## config.mk

```make
export PLATFORM = sky130hd
export DESIGN_NAME = out_arbiter4
export DESIGN_NICKNAME = d
export VERILOG_FILES = /design/src/rtl/noc_pkg.sv /design/src/rtl/rr_pick5.sv /design/src/rtl/out_arbiter4.sv
export SDC_FILE = /design/constraint.sdc
export NUM_CORES = 1
export LEC_CHECK = 0
export CAP_MARGIN = 0
export CORE_ASPECT_RATIO = 1.5
export CORE_MARGIN = 4
export CORE_UTILIZATION = 55
export DETAILED_ROUTE_END_ITERATION = 8
export GPL_TIMING_DRIVEN = 0
export HOLD_SLACK_MARGIN = 0.03
export PLACE_DENSITY_LB_ADDON = 0.08
export SLEW_MARGIN = 10
export SYNTH_ARGS = -nofsm -noshare
export SYNTH_HDL_FRONTEND = slang
export SYNTH_SLANG_ARGS = --single-unit
```

## constraint.sdc

```tcl
create_clock -name clk -period 5.09 [get_ports clk]
set_clock_uncertainty 0.05 [all_clocks]
set_input_delay 1.018 -clock clk [delete_from_list [all_inputs] [get_ports clk]]
set_output_delay 1.018 -clock clk [all_outputs]
set_load 0.01 [all_outputs]
```

## src/rtl/noc_pkg.sv

```systemverilog
// Shared router definitions: port count and indices, arbiter states,
// and small index helpers used by the per-output arbiters.
package noc_pkg;

  localparam int NPORTS = 5;

  localparam logic [2:0] LOCAL = 3'd0;
  localparam logic [2:0] N     = 3'd1;
  localparam logic [2:0] E     = 3'd2;
  localparam logic [2:0] S     = 3'd3;
  localparam logic [2:0] W     = 3'd4;

  typedef enum logic {
    IDLE   = 1'b0,
    LOCKED = 1'b1
  } arb_state_e;

  // Port index + 1, wrapping 4 -> 0.
  function automatic logic [2:0] inc_mod5(input logic [2:0] x);
    if (x >= 3'd4) return 3'd0;
    return x + 3'd1;
  endfunction

  // One-hot grant row for a port index.
  function automatic logic [NPORTS-1:0] onehot5(input logic [2:0] x);
    return NPORTS'(1) << x;
  endfunction

endpackage

```

## src/rtl/rr_pick5.sv

```systemverilog
// Round-robin picker: first requester after ptr, searching ptr+1, ptr+2, ...
// modulo 5. Purely combinational so every output arbiter can share it.
module rr_pick5
  import noc_pkg::*;
(
  input  logic [NPORTS-1:0] req,
  input  logic [2:0]        ptr,
  output logic              found,
  output logic [2:0]        idx
);

  logic [2:0] cand;

  // Walk the five candidates in priority order and keep the first hit.
  always_comb begin
    found = 1'b0;
    idx   = 3'd0;
    cand  = ptr;
    for (int k = 0; k < NPORTS; k++) begin
      cand = inc_mod5(cand);
      if (!found && req[cand]) begin
        found = 1'b1;
        idx   = cand;
      end
    end
  end

endmodule

```

## src/rtl/out_arbiter4.sv

```systemverilog
// Wormhole round-robin switch arbiter for router output 4.
//
// state  | meaning
// IDLE   | no owner, all grants low; arbitrates when credits are available
// LOCKED | one input owns output 4 from header through tail flit
module out_arbiter4
  import noc_pkg::*;
#(
  parameter int BUF_DEPTH = 4,
  parameter int CW        = 3
) (
  input  logic                clk,
  input  logic                rst,
  input  logic [NPORTS-1:0]   req,
  input  logic [NPORTS-1:0]   tail,
  input  logic                credit_in,
  output logic                g40,
  output logic                g41,
  output logic                g42,
  output logic                g43,
  output logic                g44,
  output logic                xfer,
  output logic [CW-1:0]       credits,
  output logic                err_credit
);

  localparam logic [CW-1:0] FULL = CW'(BUF_DEPTH);

  arb_state_e          state_q, state_d;
  logic [2:0]          own_q, own_d;
  logic [2:0]          ptr_q, ptr_d;
  logic [NPORTS-1:0]   grant_q, grant_d;
  logic [CW-1:0]       credits_q, credits_d;
  logic                err_q, err_d;

  logic                pick_found;
  logic [2:0]          pick_idx;
  logic                has_credit;
  logic                xfer_w;

  rr_pick5 u_pick (
    .req   (req),
    .ptr   (ptr_q),
    .found (pick_found),
    .idx   (pick_idx)
  );

  assign has_credit = (credits_q != '0);
  // A flit moves only while locked, the owner presents one and downstream has room.
  assign xfer_w     = (state_q == LOCKED) && req[own_q] && has_credit;

  // Next-state logic: arbitration in IDLE, release on the owner's tail flit.
  always_comb begin
    state_d = state_q;
    own_d   = own_q;
    ptr_d   = ptr_q;
    grant_d = grant_q;
    unique case (state_q)
      IDLE: begin
        if (pick_found && has_credit) begin
          state_d = LOCKED;
          own_d   = pick_idx;
          ptr_d   = pick_idx;
          grant_d = onehot5(pick_idx);
        end
      end
      LOCKED: begin
        if (xfer_w && tail[own_q]) begin
          state_d = IDLE;
          grant_d = '0;
        end
      end
      default: begin
        state_d = IDLE;
        grant_d = '0;
      end
    endcase
  end

  // Credit counter: simultaneous take and return cancel; a return at full
  // saturates and latches the overflow flag until reset.
  always_comb begin
    credits_d = credits_q;
    err_d     = err_q;
    unique case ({credit_in, xfer_w})
      2'b10: begin
        if (credits_q == FULL) err_d = 1'b1;
        else                   credits_d = credits_q + CW'(1);
      end
      2'b01:   credits_d = credits_q - CW'(1);
      default: credits_d = credits_q;
    endcase
  end

  // State, ownership, grant row and credit registers.
  always_ff @(posedge clk or negedge rst) begin
    if (!rst) begin
      state_q   <= IDLE;
      own_q     <= 3'd0;
      ptr_q     <= W;
      grant_q   <= '0;
      credits_q <= FULL;
      err_q     <= 1'b0;
    end else begin
      state_q   <= state_d;
      own_q     <= own_d;
      ptr_q     <= ptr_d;
      grant_q   <= grant_d;
      credits_q <= credits_d;
      err_q     <= err_d;
    end
  end

  assign g40        = grant_q[LOCAL];
  assign g41        = grant_q[N];
  assign g42        = grant_q[E];
  assign g43        = grant_q[S];
  assign g44        = grant_q[W];
  assign xfer       = xfer_w;
  assign credits    = credits_q;
  assign err_credit = err_q;

endmodule

```

==> results.ini <==
[run_status]
status=completed

[clocking]
clkLatencyLatePin_ns=0.24
cts-buffers-inserted=3
htreeDepth=1
clockRootBuffer=clkbuf_8
cts_tree=yes
cts_buffer_depth=2
cts.sink_count=14
clk_pin_slew_worst_paths_ns=0.05
ctsHoldBuffers=0

[setup_path]
cp_slowest_cell=or3b_2
cp_num_buf_inv=4
crit_cells=19
required_ns=5.21
cp-end-kind=register
path_class=register to register
arrival_ns=4.84
crit_path_max_fanout=10
reg2reg_slack_ns=0.38
start_kind=register
critical-path-top-delay-family=adder cells
r2r_cells=19
cpMostUsedCell=ha_1
slowest_delay_ns=0.47
worstPathCellList=buf_6 -> buf_6 -> inv_1 -> ha_1 -> inv_1 -> nor2_1 -> ha_1 -> and2_1 -> ha_1 -> a21boi_2 -> ha_1 -> or3b_2 -> a22oi_1 -> o21ai_1 -> o211ai_1 -> nand2_1 -> a311oi_4 -> nor3b_4 -> o21bai_1

[sta]
hold-worst-slack_ns=0.433
fin_ws_ns=0.377
slew_headroom_pct=42.4
worst_slew_pin_slew_ns=0.863
drv_slew=0
setup_viol=0
finalCritPeriodShare_pct=92.6
period_needed_ns=4.71
fmax_mhz=212
finalHoldViolations=0
grt_setup_unrepaired=false

[floorplanning]
core_um2=2710
dieHeight_um=73.7
row_count=23
fp.dieArea_um2=3820
initial_core_util_pct=58.5
io-pin-count=23
die_w_um=51.8

[drt]
dr.first_iter.drc_count=49
num_vias=1627
route.detailed.drc=0
wl_um=4270
wl_per_cell_um=17.0
first_pass_iters=4
vias_per_cell=6.48
final_antenna_net_count=0

[synthesis]
netlist-cell-type-count=64
yosysTopAreaCellShare_pct=19.0
netlist_top_cells_area=dfrtp_1, ha_1, dfstp_2, inv_1, nand2_1
synth_flop_cell=dfrtp_1
synth-edff-count=0
synth_area_per_cell_um2=8.37
synth_top_area_cell=dfrtp_1
ys_seq_area_share_pct=22.3
yosysWarningCount=0
synth.net_count=208
synth_commonest_cells=inv_1, nand2_1, dfrtp_1, a21oi_1
syn_inst=189
synth-async-reset-ratio_pct=100
synth_area_um2=1580
ys_ff_latch=14

[global_route]
antenna_found_initial=0
grt_max_degree=15
grt_pass1_wl_um=6830
grt_util_all_layers_pct=23.4
grt_pass1_vias=1579
grt.overflow.total=0

[cells_and_area]
area_growth_pct=21.1
nFillCells=245
n_antenna_cell=0
drive_above_1_share_pct=14.5
post-route-util_pct=70.9
nNetsFinal=235
multi_input_area_um2=1130
regArea_um2=353

[placement]
numPortBuffers=22
dp_hpwl_um=3390
post-place-ws_ns=-0.0436
gp_congestion=0.917

[hold_path]
hp-class=register to register
min_path_cells=1

[flow_run]
maxCapViolCount=0

==> final timing paths <==
kind                                        startpoint                      to
worst max-delay path              own_q[0]$_DFFE_PN0P_    ptr_q[2]$_DFFE_PN1P_
worst min-delay path            grant_q[4]$_DFFE_PN0P_  grant_q[4]$_DFFE_PN0P_
worst max register to register    own_q[0]$_DFFE_PN0P_    ptr_q[2]$_DFFE_PN1P_
worst min register to register  grant_q[4]$_DFFE_PN0P_  grant_q[4]$_DFFE_PN0P_
max in group asynchronous                          rst    own_q[2]$_DFFE_PN0P_
min in group asynchronous                          rst    own_q[0]$_DFFE_PN0P_
==> worst register-to-register path, stage by stage, from the launching register on <==
cell      delay (ns)
dfrtp_1         0.37
buf_6           0.15
buf_6           0.16
inv_1           0.08
ha_1            0.35
inv_1           0.11
nor2_1          0.05
ha_1            0.36
and2_1          0.20
ha_1            0.34
a21boi_2        0.19
ha_1            0.39
or3b_2          0.48
a22oi_1         0.16
o21ai_1         0.10
o211ai_1        0.22
nand2_1         0.16
a311oi_4        0.32
nor3b_4         0.29
o21bai_1        0.14
==> through the flow <==
step	TNS [ns]	cell area (µm²)	cells
after floorplan	0	1580	189
final	0	1920	251
after CTS	0	1900	252
after global placement	0	1850	248
after global routing	0	1920	251
after detailed placement	-0.187	1850	248
==> area by class of cell <==
class	count	share of cell area (%)
Multi-Input combinational cell	153	59.0
Sequential cell	14	18.4
Timing Repair Buffer	23	11.9
Buffer	6	3.13
Inverter	15	3.00
Tap cell	37	2.42
Clock buffer	3	2.15
==> routing by layer <==
metal,global-route usage [%],vias to the layer above,part of all wire [%]
met5,0,-,0
met2,43.8,81,53
met1,25.2,771,38
met4,13.4,0,3.5
met3,1.62,14,5.2
li1,-,761,-
==> state kept, by name (all words and copies together) (netlist names) <==
name        flops
own_q           3
grant_q         5
err_credit      1
state_q         1
ptr_q           1
credits         3
==> layout by cell type, fill, tap and decap left out, types with 3 or more instances in the layout <==
master	instances
and3_1	4
nand2_1	14
inv_1	14
nor4_1	3
nand3_1	5
nor3_1	3
o21ai_0	9
a21o_1	4
mux2i_1	4
clkdlybuf4s50_1	22
clkbuf_8	3
nor2_1	9
a22oi_1	3
buf_6	4
ha_1	5
dfrtp_1	12
a21oi_1	10
o21bai_1	6
o2bb2ai_1	4
buf_4	3
a22o_1	3
and2_1	4
nor2b_1	6
nand2b_1	8
==> cell families (layout without fill, tap and decap cells) <==
group / after synthesis / in the layout / synth area share, %
XOR/XNOR: 1 / 1 / 0.553
multiplexers: 6 / 6 / 5.38
adder cells (fa/ha/maj): 6 / 6 / 5.22
AO/OA/AOI/OAI: 68 / 68 / 32.8
flip-flops: 14 / 14 / 22.3
buffers and inverters: 22 / 47 / 7.67
AND/OR/NAND/NOR: 72 / 72 / 26.1
==> what timing repair did <==
item | CTS | global route
buffers inserted | 1 | 0
setup endpoints to repair | 7 | 10
resized for setup | 1 | 5
pin swaps | 1 | 2
gates cloned | 0 | 0
Power is left out: the tool's default activity adds up to more than one toggle a clock period on the data nets, which glitch-free logic cannot reach.
==> RTL change (same settings) <==
Make the reset (`rst`) synchronous in one clocked block.
--- a/src/rtl/out_arbiter4.sv
+++ b/src/rtl/out_arbiter4.sv
@@ -94,5 +94,5 @@
 
   // State, ownership, grant row and credit registers.
-  always_ff @(posedge clk or negedge rst) begin
+  always_ff @(posedge clk) begin
     if (!rst) begin
       state_q   <= IDLE;
Formal check against the unedited RTL: differs if rst is asserted again (counterexample within 4 cycles, from zero or initial values and one cycle with rst low); with rst held inactive, the same outputs for 10 cycles.
==> RTL change against the original RTL <==
Setup slack lost 0.034 ns. Synthesized area shrank 13%. Sequential cell count is the same. Wire length shrank 13%. Synthesized cell count shrank 9.5%. Final area shrank 12%. Via count shrank 12%. Non-clock buffer count shrank 5. Count of clock-buffer cells in the layout grew 1. Critical endpoint is now grant_q[0]. Largest cell class unchanged.
==> RTL change: results (changes against the original RTL) <==
| Metric | Value |
|---|---|
| DRT met1 WL | `1.40 mm (-15%)` |
| Initial DRC count | `30 (-39%)` |
| Top post-synthesis cells by count | `inv_1 (15), dfxtp_1 (14), nand2_1 (14), nor2_1 (14), a21oi_1 (10)` |
| Peak VDD IR | `517 uV` |
| Final Wtd Congestion | `0.939 (+2.5%)` |
| Clk pin slew, worst setup/hold paths | `0.08 ns (+0.03 ns)` |
| Cells taking the most area after synthesis | `dfxtp_1 (20%), ha_1 (5.4%), inv_1 (4.1%)` |
| Worst hold path class | `flip-flop to flip-flop` |
| Worst Hold Path EP | `grant_q[2]` |
| Status | `completed` |
| Proportion of layout cells with a drive suffix above 1 | `12.7% (-1.8 points)` |
| Slew @ Worst Pin | `0.657 ns (-0.206 ns)` |
| Pin count of the biggest net entering global routing | `11 (-4)` |
| Worst endpoint data arrival time | `4.92 ns (+0.08 ns)` |
| Metal2 WL | `2.03 mm (-9.9%)` |
| Kind of critical path | `flip-flop to flip-flop` |
| IO Port Bufs | `22 (unchanged)` |
| Hold_sp | `grant_q[2]` |
| Routed vias/inst | `6.46 (-0.39%)` |
| Worst R2R Path Depth | `21 (+2)` |
| Leakage power | `0.667 nW` |
| GRT met1 Usage | `23.8% (-1.4 points)` |
| First-pass GRT wire length | `6.14 mm (-10%)` |
| Met2 Usage GRT | `39.8% (-3.9 points)` |
| Antenna violations before repair | `0 (unchanged)` |
| Number of distinct library cells after synthesis | `61 (-4.7%)` |
| Met3 Track Usage GR | `2.37% (+0.74 points)` |
| Diode count | `0 (unchanged)` |
| Hold Path Depth | `1 (unchanged)` |
| Root buf cell | `clkbuf_4` |
| Async set or reset register ratio after synthesis | `0% (-100 points)` |
| CTS H-tree lvls | `1 (unchanged)` |
| Seq/Total Area, Yosys | `20.3% (-2.0 points)` |
| Placed inst area | `1630 um^2 (-12%)` |
| Vias in the first global route | `1383 (-12%)` |
| Largest register FFs | `5 (unchanged)` |
| DR pass1 iterations | `4 (unchanged)` |
| # Post-CTS Setup Buffers | `0 (-1)` |
| Wire length on met3 | `174 um (-22%)` |
| Post-CTS resize count | `0 (-1)` |
| Predominant post-synthesis flop cell | `dfxtp_1` |
| Top reg by flops | `grant_q` |
| Highest metal used | `met4` |
| Worst reg2reg path endpoint | `grant_q[0]` |
| Syn_nets | `191 (-8.2%)` |
| Per-cell routed wire length | `16.9 um (-0.70%)` |
| R2r setup slk | `0.34 ns (-0.03 ns)` |
| Max Root-Sink Buffers | `2 (unchanged)` |
| All-Layer GR Usage | `21.7% (-1.7 points)` |
| Max FO, Critical Path | `10 (unchanged)` |
| FF-to-FF Start | `own_q[0]` |
| Clock latency on the worst-skew pair | `0.27 ns (+0.03 ns)` |
| Nets | `218 (-7.2%)` |
| Final HPWL DP | `2.99 mm (-12%)` |
## RTL change: cell families after synthesis
logic type	synth area share [%]
AO/OA/AOI/OAI	29.4
XOR/XNOR	1.27
adder cells (fa/ha/maj)	6.88
buffers and inverters	6.07
flip-flops	20.3
multiplexers	7.06
AND/OR/NAND/NOR	29.1
## RTL change: final cells by class
type                            count  area [um^2]
Multi-Input combinational cell    137         1020
Inverter                           18         67.6
Fill cell                         216          744
Clock buffer                        4         36.3
Sequential cell                    14          284
Tap cell                           24         30.0
Timing Repair Buffer               22          220
Buffer                              2         16.3
## RTL change: worst max-delay path, cell delays in order (launching register included)
cell and delay, ns:
dfxtp_4 0.40, buf_6 0.15, inv_1 0.07, ha_1 0.32, nor2b_1 0.16, ha_1 0.34, nand2_1 0.11, inv_1 0.05
ha_1 0.33, o21ai_0 0.16, inv_1 0.08, ha_1 0.31, and2_1 0.19, ha_1 0.34, nor2b_1 0.16, nand2_1 0.07
a21oi_1 0.07, o21a_1 0.21, or2_2 0.31, and4_1 0.23, nor4_4 0.37, a32o_1 0.22
## RTL change: report_power, final
part	switching (mW)	internal (mW)
combinational	0.631	0.492
sequential	0.0371	0.151
clock	0.0333	0.0434
## RTL change: through the flow
stage | hold slack, ns | setup WS (ns) | power (mW) | util (%) | cells
after global routing | 0.440 | 0.0378 | 1.52 | 69.3 | 221
after detailed placement | 0.406 | 0.196 | 1.28 | 67.4 | 217
after global placement | 0.400 | 0.321 | 1.24 | 67.4 | 217
after floorplan | 0.430 | 0.791 | 1.03 | - | 171
final | 0.422 | 0.342 | 1.39 | 69.3 | 221
after CTS | 0.425 | 0.161 | 1.37 | 68.9 | 221
